### src/rtl/wb_arbiter_if.sv
// Writeback bundle: ALU and load results in, reservations in, register-file writes out.
// Pure wiring, no latency of its own.
// Handshakes are valid/ready; the writeback side never stalls its register-file outputs.
interface wb_arbiter_if #(
    parameter int DW   = 16,
    parameter int NREG = 16,
    parameter int AW   = 4
) ();
    logic            alu_valid;
    logic            alu_ready;
    logic [AW-1:0]   alu_addr;
    logic [DW-1:0]   alu_data;
    logic            ld_valid;
    logic            ld_ready;
    logic [AW-1:0]   ld_addr;
    logic [DW-1:0]   ld_data;
    logic            iss_valid;
    logic [AW-1:0]   iss_addr;
    logic [NREG-1:0] wr_en;
    logic [DW-1:0]   wr_data;
    logic [NREG-1:0] busy;

    modport slave (
        input  alu_valid, alu_addr, alu_data,
        input  ld_valid, ld_addr, ld_data,
        input  iss_valid, iss_addr,
        output alu_ready, ld_ready, wr_en, wr_data, busy
    );

    modport master (
        output alu_valid, alu_addr, alu_data,
        output ld_valid, ld_addr, ld_data,
        output iss_valid, iss_addr,
        input  alu_ready, ld_ready, wr_en, wr_data, busy
    );
endinterface

### src/rtl/wb_arbiter.sv
// Generic circular FIFO with a head that can be read combinationally.
// Latency: a pushed entry is visible at the head one cycle after the push.
// Backpressure: push_rdy depends only on the occupancy, so a full FIFO refuses a push even during a pop.
module wb_fifo #(
    parameter int W     = 8,
    parameter int DEPTH = 2
) (
    input  logic         clk,
    input  logic         rst_b,
    input  logic         push_vld,
    input  logic [W-1:0] push_dat,
    output logic         push_rdy,
    input  logic         pop,
    output logic         pop_vld,
    output logic [W-1:0] pop_dat
);
    localparam int PW = (DEPTH > 1) ? $clog2(DEPTH) : 1;
    localparam int CW = $clog2(DEPTH + 1);

    logic [W-1:0]  mem [DEPTH];
    logic [PW-1:0] wr_ptr, rd_ptr;
    logic [CW-1:0] count;
    logic          do_push, do_pop;

    function automatic logic [PW-1:0] ptr_inc(input logic [PW-1:0] p);
        return (p == PW'(DEPTH - 1)) ? '0 : p + 1'b1;
    endfunction

    assign push_rdy = (count < CW'(DEPTH));
    assign pop_vld  = (count != '0);
    assign pop_dat  = mem[rd_ptr];
    assign do_push  = push_vld & push_rdy;
    assign do_pop   = pop & pop_vld;

    always_ff @(posedge clk or negedge rst_b) begin
        if (!rst_b) begin
            wr_ptr <= '0;
            rd_ptr <= '0;
            count  <= '0;
        end else begin
            if (do_push) wr_ptr <= ptr_inc(wr_ptr);
            if (do_pop)  rd_ptr <= ptr_inc(rd_ptr);
            case ({do_push, do_pop})
                2'b10:   count <= count + 1'b1;
                2'b01:   count <= count - 1'b1;
                default: count <= count;
            endcase
        end
    end

    // Storage needs no reset: occupancy alone decides what is valid.
    always_ff @(posedge clk) begin
        if (do_push) mem[wr_ptr] <= push_dat;
    end
endmodule

// Writeback arbiter: merges queued ALU results and load results into one register write per cycle.
// Latency: load 1 cycle to wr_en; ALU at least 2 cycles (FIFO entry, then pop to the output register).
// Backpressure: alu_ready drops when the FIFO is full; ld_ready drops once loads have starved the FIFO STARVE_MAX times.
module wb_arbiter #(
    parameter int DW         = 16,
    parameter int NREG       = 16,
    parameter int AW         = 4,
    parameter int FIFO_DEPTH = 2,
    parameter int STARVE_MAX = 4
) (
    input  logic          clk,
    input  logic          rst_b,
    wb_arbiter_if.slave   bus
);
    localparam int SW = $clog2(STARVE_MAX + 1);

    typedef struct packed {
        logic [AW-1:0] addr;
        logic [DW-1:0] data;
    } res_t;

    res_t            alu_res, ld_res, head, win;
    logic            fifo_ne, fifo_pop, ld_win, win_vld;
    logic [SW-1:0]   starve_cnt;
    logic [NREG-1:0] win_onehot, iss_onehot;
    logic [NREG-1:0] wr_en_q, busy_q;
    logic [DW-1:0]   wr_data_q;

    assign alu_res = {bus.alu_addr, bus.alu_data};
    assign ld_res  = {bus.ld_addr, bus.ld_data};

    wb_fifo #(
        .W     ($bits(res_t)),
        .DEPTH (FIFO_DEPTH)
    ) u_alu_fifo (
        .clk      (clk),
        .rst_b    (rst_b),
        .push_vld (bus.alu_valid),
        .push_dat (alu_res),
        .push_rdy (bus.alu_ready),
        .pop      (fifo_pop),
        .pop_vld  (fifo_ne),
        .pop_dat  (head)
    );

    // Loads normally win; once they have won STARVE_MAX times over a waiting ALU result, the FIFO gets one turn.
    assign bus.ld_ready = !(fifo_ne && (starve_cnt == SW'(STARVE_MAX)));
    assign ld_win       = bus.ld_valid & bus.ld_ready;
    assign fifo_pop     = fifo_ne & ~ld_win;
    assign win_vld      = ld_win | fifo_ne;
    assign win          = ld_win ? ld_res : head;

    assign win_onehot = win_vld       ? (NREG'(1) << win.addr)      : '0;
    assign iss_onehot = bus.iss_valid ? (NREG'(1) << bus.iss_addr)  : '0;

    always_ff @(posedge clk or negedge rst_b) begin
        if (!rst_b) begin
            starve_cnt <= '0;
            wr_en_q    <= '0;
            wr_data_q  <= '0;
            busy_q     <= '0;
        end else begin
            if (ld_win && fifo_ne)
                starve_cnt <= (starve_cnt == SW'(STARVE_MAX)) ? starve_cnt : starve_cnt + 1'b1;
            else
                starve_cnt <= '0;
            wr_en_q <= win_onehot;
            if (win_vld) wr_data_q <= win.data;
            // A reservation on the same edge as the write belongs to a newer instruction, so it survives.
            busy_q <= (busy_q & ~win_onehot) | iss_onehot;
        end
    end

    assign bus.wr_en   = wr_en_q;
    assign bus.wr_data = wr_data_q;
    assign bus.busy    = busy_q;
endmodule

### src/flat_wrapper.sv
// flat-port wrapper written by rule: the top's interface ports become plain ports
module wb_arbiter_flat 
#(
    parameter int DW         = 16,
    parameter int NREG       = 16,
    parameter int AW         = 4,
    parameter int FIFO_DEPTH = 2,
    parameter int STARVE_MAX = 4
)
  (clk, rst_b, bus_alu_valid, bus_alu_addr, bus_alu_data, bus_ld_valid, bus_ld_addr, bus_ld_data, bus_iss_valid, bus_iss_addr, bus_alu_ready, bus_ld_ready, bus_wr_en, bus_wr_data, bus_busy);
  wb_arbiter_if #(.DW(DW), .NREG(NREG), .AW(AW)) bus_i ();
  input  logic clk;
  input  logic rst_b;
  input wire logic [$bits(bus_i.alu_valid)-1:0] bus_alu_valid;
  input wire logic [$bits(bus_i.alu_addr)-1:0] bus_alu_addr;
  input wire logic [$bits(bus_i.alu_data)-1:0] bus_alu_data;
  input wire logic [$bits(bus_i.ld_valid)-1:0] bus_ld_valid;
  input wire logic [$bits(bus_i.ld_addr)-1:0] bus_ld_addr;
  input wire logic [$bits(bus_i.ld_data)-1:0] bus_ld_data;
  input wire logic [$bits(bus_i.iss_valid)-1:0] bus_iss_valid;
  input wire logic [$bits(bus_i.iss_addr)-1:0] bus_iss_addr;
  output wire logic [$bits(bus_i.alu_ready)-1:0] bus_alu_ready;
  output wire logic [$bits(bus_i.ld_ready)-1:0] bus_ld_ready;
  output wire logic [$bits(bus_i.wr_en)-1:0] bus_wr_en;
  output wire logic [$bits(bus_i.wr_data)-1:0] bus_wr_data;
  output wire logic [$bits(bus_i.busy)-1:0] bus_busy;
  assign bus_i.alu_valid = bus_alu_valid;
  assign bus_i.alu_addr = bus_alu_addr;
  assign bus_i.alu_data = bus_alu_data;
  assign bus_i.ld_valid = bus_ld_valid;
  assign bus_i.ld_addr = bus_ld_addr;
  assign bus_i.ld_data = bus_ld_data;
  assign bus_i.iss_valid = bus_iss_valid;
  assign bus_i.iss_addr = bus_iss_addr;
  assign bus_alu_ready = bus_i.alu_ready;
  assign bus_ld_ready = bus_i.ld_ready;
  assign bus_wr_en = bus_i.wr_en;
  assign bus_wr_data = bus_i.wr_data;
  assign bus_busy = bus_i.busy;
  wb_arbiter #(.DW(DW), .NREG(NREG), .AW(AW), .FIFO_DEPTH(FIFO_DEPTH), .STARVE_MAX(STARVE_MAX)) u_core (.clk(clk), .rst_b(rst_b), .bus(bus_i));
endmodule
### config.mk
export PLATFORM = sky130hd
export DESIGN_NAME = wb_arbiter_flat
export DESIGN_NICKNAME = d
export VERILOG_FILES = /design/src/rtl/wb_arbiter_if.sv /design/src/rtl/wb_arbiter.sv /design/src/flat_wrapper.sv
export SDC_FILE = /design/constraint.sdc
export NUM_CORES = 1
export LEC_CHECK = 0
export ABC_AREA = 0
export BUFFER_PORTS_ARGS = -buffer_cell sky130_fd_sc_hd__buf_2
export CORE_ASPECT_RATIO = 1.75
export CORE_UTILIZATION = 40
export CTS_BUF_LIST = sky130_fd_sc_hd__clkbuf_2 sky130_fd_sc_hd__clkbuf_4 sky130_fd_sc_hd__clkbuf_8
export DETAILED_ROUTE_END_ITERATION = 8
export PLACE_DENSITY_LB_ADDON = 0.15
export SYNTH_ARGS = -nofsm -noshare
export SYNTH_HDL_FRONTEND = slang
export SYNTH_SLANG_ARGS = --single-unit
### constraint.sdc
create_clock -name clk -period 5.06 [get_ports clk]
set_input_delay 0.506 -clock clk [delete_from_list [all_inputs] [get_ports clk]]
set_output_delay 0.506 -clock clk [all_outputs]
set_load 0.03 [all_outputs]
# Word level (Yosys, flattened, before mapping)
# Memories as Yosys holds them, arrays and structs flattened.
# Cells that the tools add are included.
# word_totals
latchBits	0
memories	1
word_cells	44
ramBits	40
register_bits	55
romBits	0
# op_classes
div_mod_pow	0
n_reduce_logical	5
n_addsub	5
shifts	2
n_bitwise	9
muxes	10
mul	0
eq_ne	4
order_cmp	1
# memory_table
memory	words	word_bits	rd	rd_ports_with_merged_regs	wr	line	source
u_core.u_alu_fifo.mem	2	20	1	0	1	wb_arbiter.sv:20	logic [W-1:0] mem [DEPTH];
# ops
operator	count
two-way mux 16 bit	2
<< shifter 1 x 4 -> 16 bit, first input constant	2
two-way mux 20 bit	1
AND 16 bit	1
NOT 16 bit	1
bitwise OR 16 bit	1
two-way mux 3 bit	2
AND 1 bit	4
two-way mux 1 bit	4
case mux 2 bit (2 select lines)	1
nonzero test 2 bit	2
adder 3 x 1 -> 3 bit, second input constant	1
== test 3 bit, second input constant	1
adder 1 bit, second input constant	2
adder 2 x 1 -> 2 bit, second input constant	1
== test 2 x 1 -> 1 bit, second input constant	1
== test 2 bit, second input constant	1
logical AND 1 bit	2
< comparator 2 bit, second input constant	1
inequality test 2 bit, second input constant	1
subtractor 2 x 1 -> 2 bit, second input constant	1
zero test 1 bit	1
NOT 1 bit	1
bitwise OR 1 bit	1

# Longest topological paths before layout
# depth
word_depth	10
ltp_mapped	12
ltp_nobuf	11

# Hierarchy
# From an unflattened synthesis, not the netlist that was laid out.
# hier_totals
hier_cells	284
area_unflattened_um2	4031.4
# modules_own_cells
module	cells_each	instances	area_each_um2	seq_area_each_um2
wb_arbiter	205	1	2394.8	1276.2
wb_fifo	79	1	1636.6	1301.2

# Worst setup path after synthesis
# OpenSTA, ideal clock, no wires.
# synth_path
path_type	register to register
from	register u_core.starve_cnt[0]
to	register u_core.u_alu_fifo.count[1]
path_stages_with_launch	12
arrival_time_ps	2026
path_slack_ps	2900
n_path_buf	1
synth_period_minus_slack_ps	2160
required_time_ps	4927
cell_sequence	dfrtp_1 > inv_1 > ha_1 > o211a_4 > inv_2 > nand2_1 > o21ai_1 > buf_2 > inv_1 > ha_1 > nor2_1 > xnor2_1
# synth_via
elab_chain_len	9
elab_cells_between_ends	11
classes_between	3 x eq/ne; 1 x mux; 4 x bitwise; 3 x reduce/logical
# synth_lines
item	line	source
from (decl)	wb_arbiter.sv:80	logic [SW-1:0] starve_cnt;
from (signal assigned)	wb_arbiter.sv:120	starve_cnt <= (starve_cnt == SW'(STARVE_MAX)) ? starve_cnt : starve_cnt + 1'b1;
== test 3 bit (*)	wb_arbiter.sv:103	assign bus.ld_ready = !(fifo_ne && (starve_cnt == SW'(STARVE_MAX)));
logical AND 1 bit (*)	wb_arbiter.sv:103	
zero test 1 bit (*)	wb_arbiter.sv:103	
net bus_ld_ready	flat_wrapper.sv:23	output wire logic [$bits(bus_i.ld_ready)-1:0] bus_ld_ready;
AND 1 bit (*)	wb_arbiter.sv:104	assign ld_win = bus.ld_valid & bus.ld_ready;
NOT 1 bit (*)	wb_arbiter.sv:105	assign fifo_pop = fifo_ne & ~ld_win;
AND 1 bit (*)	wb_arbiter.sv:105	
AND 1 bit (*)	wb_arbiter.sv:33	assign do_pop = pop & pop_vld;
== test 2 x 1 -> 1 bit or == test 2 bit (tied branches)	wb_arbiter.sv:43	case ({do_push, do_pop})
case mux 2 bit (2 select lines) or nonzero test 2 bit (tied branches)	--	
to (signal assigned)	wb_arbiter.sv:44	2'b10: count <= count + 1'b1;
to (signal assigned)	wb_arbiter.sv:45	2'b01: count <= count - 1'b1;
to (signal assigned)	wb_arbiter.sv:46	default: count <= count;
to (decl)	wb_arbiter.sv:22	logic [CW-1:0] count;
# The timed path passes the listed nets; every way through them passes the cells marked *.
# A chain may end at the register's enable or synchronous reset.

# Worst setup path in the final report
# layout_path
from	register u_core.starve_cnt[0]
to	register u_core.wr_data_q[15], in the netlist u_core.bus.wr_data[15]
# layout_via
elab_chain_len	5
elab_cells_between_ends	6
classes_between	1 x eq/ne; 1 x mux; 2 x bitwise; 2 x reduce/logical
# layout_lines
item	line	source
== test 3 bit (*)	wb_arbiter.sv:103	
logical AND 1 bit (*)	wb_arbiter.sv:103	
zero test 1 bit (*)	wb_arbiter.sv:103	
AND 1 bit (*)	wb_arbiter.sv:104	
two-way mux 20 bit or bitwise OR 1 bit (tied branches)	wb_arbiter.sv:107, wb_arbiter.sv:106	
to (signal assigned)	wb_arbiter.sv:124	if (win_vld) wr_data_q <= win.data;
to (decl)	wb_arbiter.sv:83	logic [DW-1:0] wr_data_q;
# Every way passes the cells marked *; elsewhere a longest branch is shown, timed or not.

==> impl_metrics.tcl <==
set metrics [dict create \
    status "finished, final reports clean" \
    grt_usage 0.1759 \
    whs_ns 0.2646 \
    clock-root-buffer "clkbuf_8" \
    fp.dieH_um 131.5 \
    dieWidth_um 75.98 \
    rr_startpoint "u_core.starve_cnt[0]$_DFFE_PN0P_" \
    syn2layout_area_growth_pct 21.03 \
    crit_path_start_kind "flip-flop" \
    syn_area_per_cell_um2 13.63 \
    max_slew_margin 0.2183 \
    slew_viol_final 0 \
    critical_path_required_ns 5.35 \
    timing.setup.tns_ns 0 \
    start_util 0.4160 \
    synthesis.nets 333 \
    final.period_utilization 0.4236 \
    ioPinCount 99 \
    fin_skew_ns 0.004723 \
    netlist_instances 281 \
    synthArstFlopShare 0.5789 \
    synth_top_area_cell "dfrtp_1" \
    ctsHoldBuffers 0 \
    power_leakage_uw 0.002033 \
    fin_crit_ns 2.143 \
    htree_num_levels 3 \
    drive_gt1_frac 0.3394 \
    yosys_register_bits 95 \
    cts_buffers 9 \
    wl_per_cell_um 16.58 \
    synth_top_area_share 0.3592 \
    r2r_slack_ns 2.92 \
    netlist_area_um2 3831 \
    avgViaCountPerCell 5.269 \
    post_cts_buffers 0 \
    critPathMaxFanout 16 \
    dr.pass1.iters 6 \
    numPortBuffers 98 \
    cp.arrival_ns 2.43 \
    clock_latency_ns 0.37 \
    cts.sinks 95 \
    finalHoldViolCount 0 \
    cts_tree "built" \
    place.gp.congestion 0.8284 \
    drt-total-wl_um 8391 \
    post-dp-hpwl_um 6066 \
    drc 0 \
    worstSetupPathType "reg -> reg" \
    final-setup-viol-count 0 \
    nets 433 \
    hp-class "in -> async" \
    antenna_found_initial 0 \
    die_area_um2 9989 \
    rows 46 \
    synth_most_common_cell "dfrtp_1" \
    synth_edf_count 40 \
    grt_max_degree 56 \
    drtAntennaViolNets 0 \
    rsz0062_at_grt "false" \
    fillers 877 \
    grt_pass1_vias 2681 \
    cts_buffer_depth 2 \
    crit_start "u_core.starve_cnt[0]$_DFFE_PN0P_" \
    core-area_um2 9209 \
    dr_total_vias 2666 \
    yosysSeqAreaShare 0.6728 \
    synthTopCellsByCount "dfrtp_1, edfxtp_1, inv_1, mux2i_1, o21ai_1" \
    synth_flop_cell "dfrtp_1" \
    yosysWarningCount 0 \
    max_clock_freq_ghz 0.4666 \
    tightest_slew_ns 1.168 \
    endpoint "u_core.bus.wr_data[15]$_DFFE_PN0P_" \
    irDropWorstVdd_v 0.0002831 \
    antenna_cells 0 \
    max_cap_viol_count 0 \
    cts_resized 0 \
    globalRouteOverflowTotal 0 \
    clkSlewWorstSetupHoldPaths_ns 0.09 \
    p_per_area_nw_per_um2 545.8 \
    crit_path_end_kind "flip-flop" \
    r2r_cells 6 \
    ys_top_cells_by_area "dfrtp_1, edfxtp_1, mux2i_1, a22oi_1, a221oi_1" \
    r2r_end "u_core.bus.wr_data[15]$_DFFE_PN0P_" \
    yosysUniqueCellTypes 32 \
    drt_iter0_drc 88 \
    grt_pass1_wl_um 13270 \
]
per-stage QoR:
stage	instance area, µm²	power, µW	worst slack [ns]	utilization	cells
2_1_floorplan	3831	1788	2.900	-	281
3_3_place_gp	4441	2050	2.733	0.4822	490
3_5_place_dp	4441	2063	2.717	0.4822	490
4_1_cts	4637	2559	2.905	0.5035	506
5_1_grt	4637	2657	2.729	0.5035	506
6_report	4637	2531	2.917	0.5035	506
how the worst min path moves through the flow:
| stage | start | to | slack (ns) | cells past startpoint |
|---|---|---|---|---|
| final | rst_b | u_core.bus.wr_en[1]$_DFF_PN0_ | 0.26 | 2 |
| after global placement | u_core.starve_cnt[0]$_DFFE_PN0P_ | u_core.starve_cnt[0]$_DFFE_PN0P_ | 0.46 | 1 |
| after global routing | bus_alu_data[0] | u_core.u_alu_fifo.mem[1][0]$_DFFE_PP_ | 0.31 | 1 |
| after detailed placement | u_core.starve_cnt[0]$_DFFE_PN0P_ | u_core.starve_cnt[0]$_DFFE_PN0P_ | 0.47 | 1 |
| after CTS | rst_b | u_core.u_alu_fifo.wr_ptr$_DFFE_PN0P_ | 0.28 | 2 |
| after floorplan | rst_b | u_core.bus.busy[0]$_DFF_PN0_ | 0.21 | 0 |
logic make-up after synthesis:
family / after synthesis / share of synthesized area
and+or+nand+nor: 44 / 0.06074
adders and majority gates: 3 / 0.009799
buffers and inverters: 35 / 0.03952
DFF: 95 / 0.6728
muxes: 24 / 0.06401
xor gates and xnor gates: 6 / 0.01372
AOI/OAI and AO/OA: 74 / 0.1395
critical path: stages, from the launching register on:
cell	delay (ns)
dfrtp_1	0.38
inv_1	0.05
ha_1	0.20
o211a_4	0.19
nor2_1	0.89
a22oi_1	0.21
o21ai_0	0.15
cells in the final DEF (no fill, tap or decap), drive strengths merged, types with 4 or more instances in the layout:
cell type,netlist,routed
mux2i,20,20
dfrtp,55,55
edfxtp,40,40
xnor2,6,6
o211ai,8,8
nand4b,4,4
nand3,6,6
a22oi,16,16
o22ai,5,5
clkbuf,3,9
mux2,4,4
nor2,9,9
clkinv,0,5
inv,22,23
o21ai,28,28
buf,10,102
nand2,12,12
a221oi,16,16
sequential cells by signal (all words and copies together) (netlist names):
| name | flops |
|---|---|
| u_core.u_alu_fifo.wr_ptr | 1 |
| u_core.bus.wr_data | 16 |
| u_core.bus.wr_en | 16 |
| u_core.u_alu_fifo.mem | 40 |
| u_core.u_alu_fifo.count | 2 |
| u_core.u_alu_fifo.rd_ptr | 1 |
| u_core.starve_cnt | 3 |
| u_core.bus.busy | 16 |
layer usage:
layer / GRT usage / share of wire / vias to the layer above
met5: 0 / 0 / -
met2: 0.3318 / 0.56 / 92
met3: 0.02569 / 0.039 / 19
li1: - / - / 1251
met1: 0.1748 / 0.37 / 1304
met4: 0.1154 / 0.035 / 0
power breakdown:
| group | internal, µW | switching (µW) |
|---|---|---|
| registers | 1020 | 115 |
| logic | 298 | 602 |
| clock network | 229 | 266 |
| total | 1550 | 982 |
cell type report:
type	count	area [µm²]	share of cell area
multi-input cells	151	1110	0.2393
inverters	22	82.58	0.01781
clock buffers	9	123.9	0.02671
clock inverters	7	72.57	0.01565
well taps	120	150.1	0.03238
repair buffers	102	520.5	0.1123
flip-flops and latches	95	2577	0.5559
Note: power is estimated with default switching activity, not from simulation.
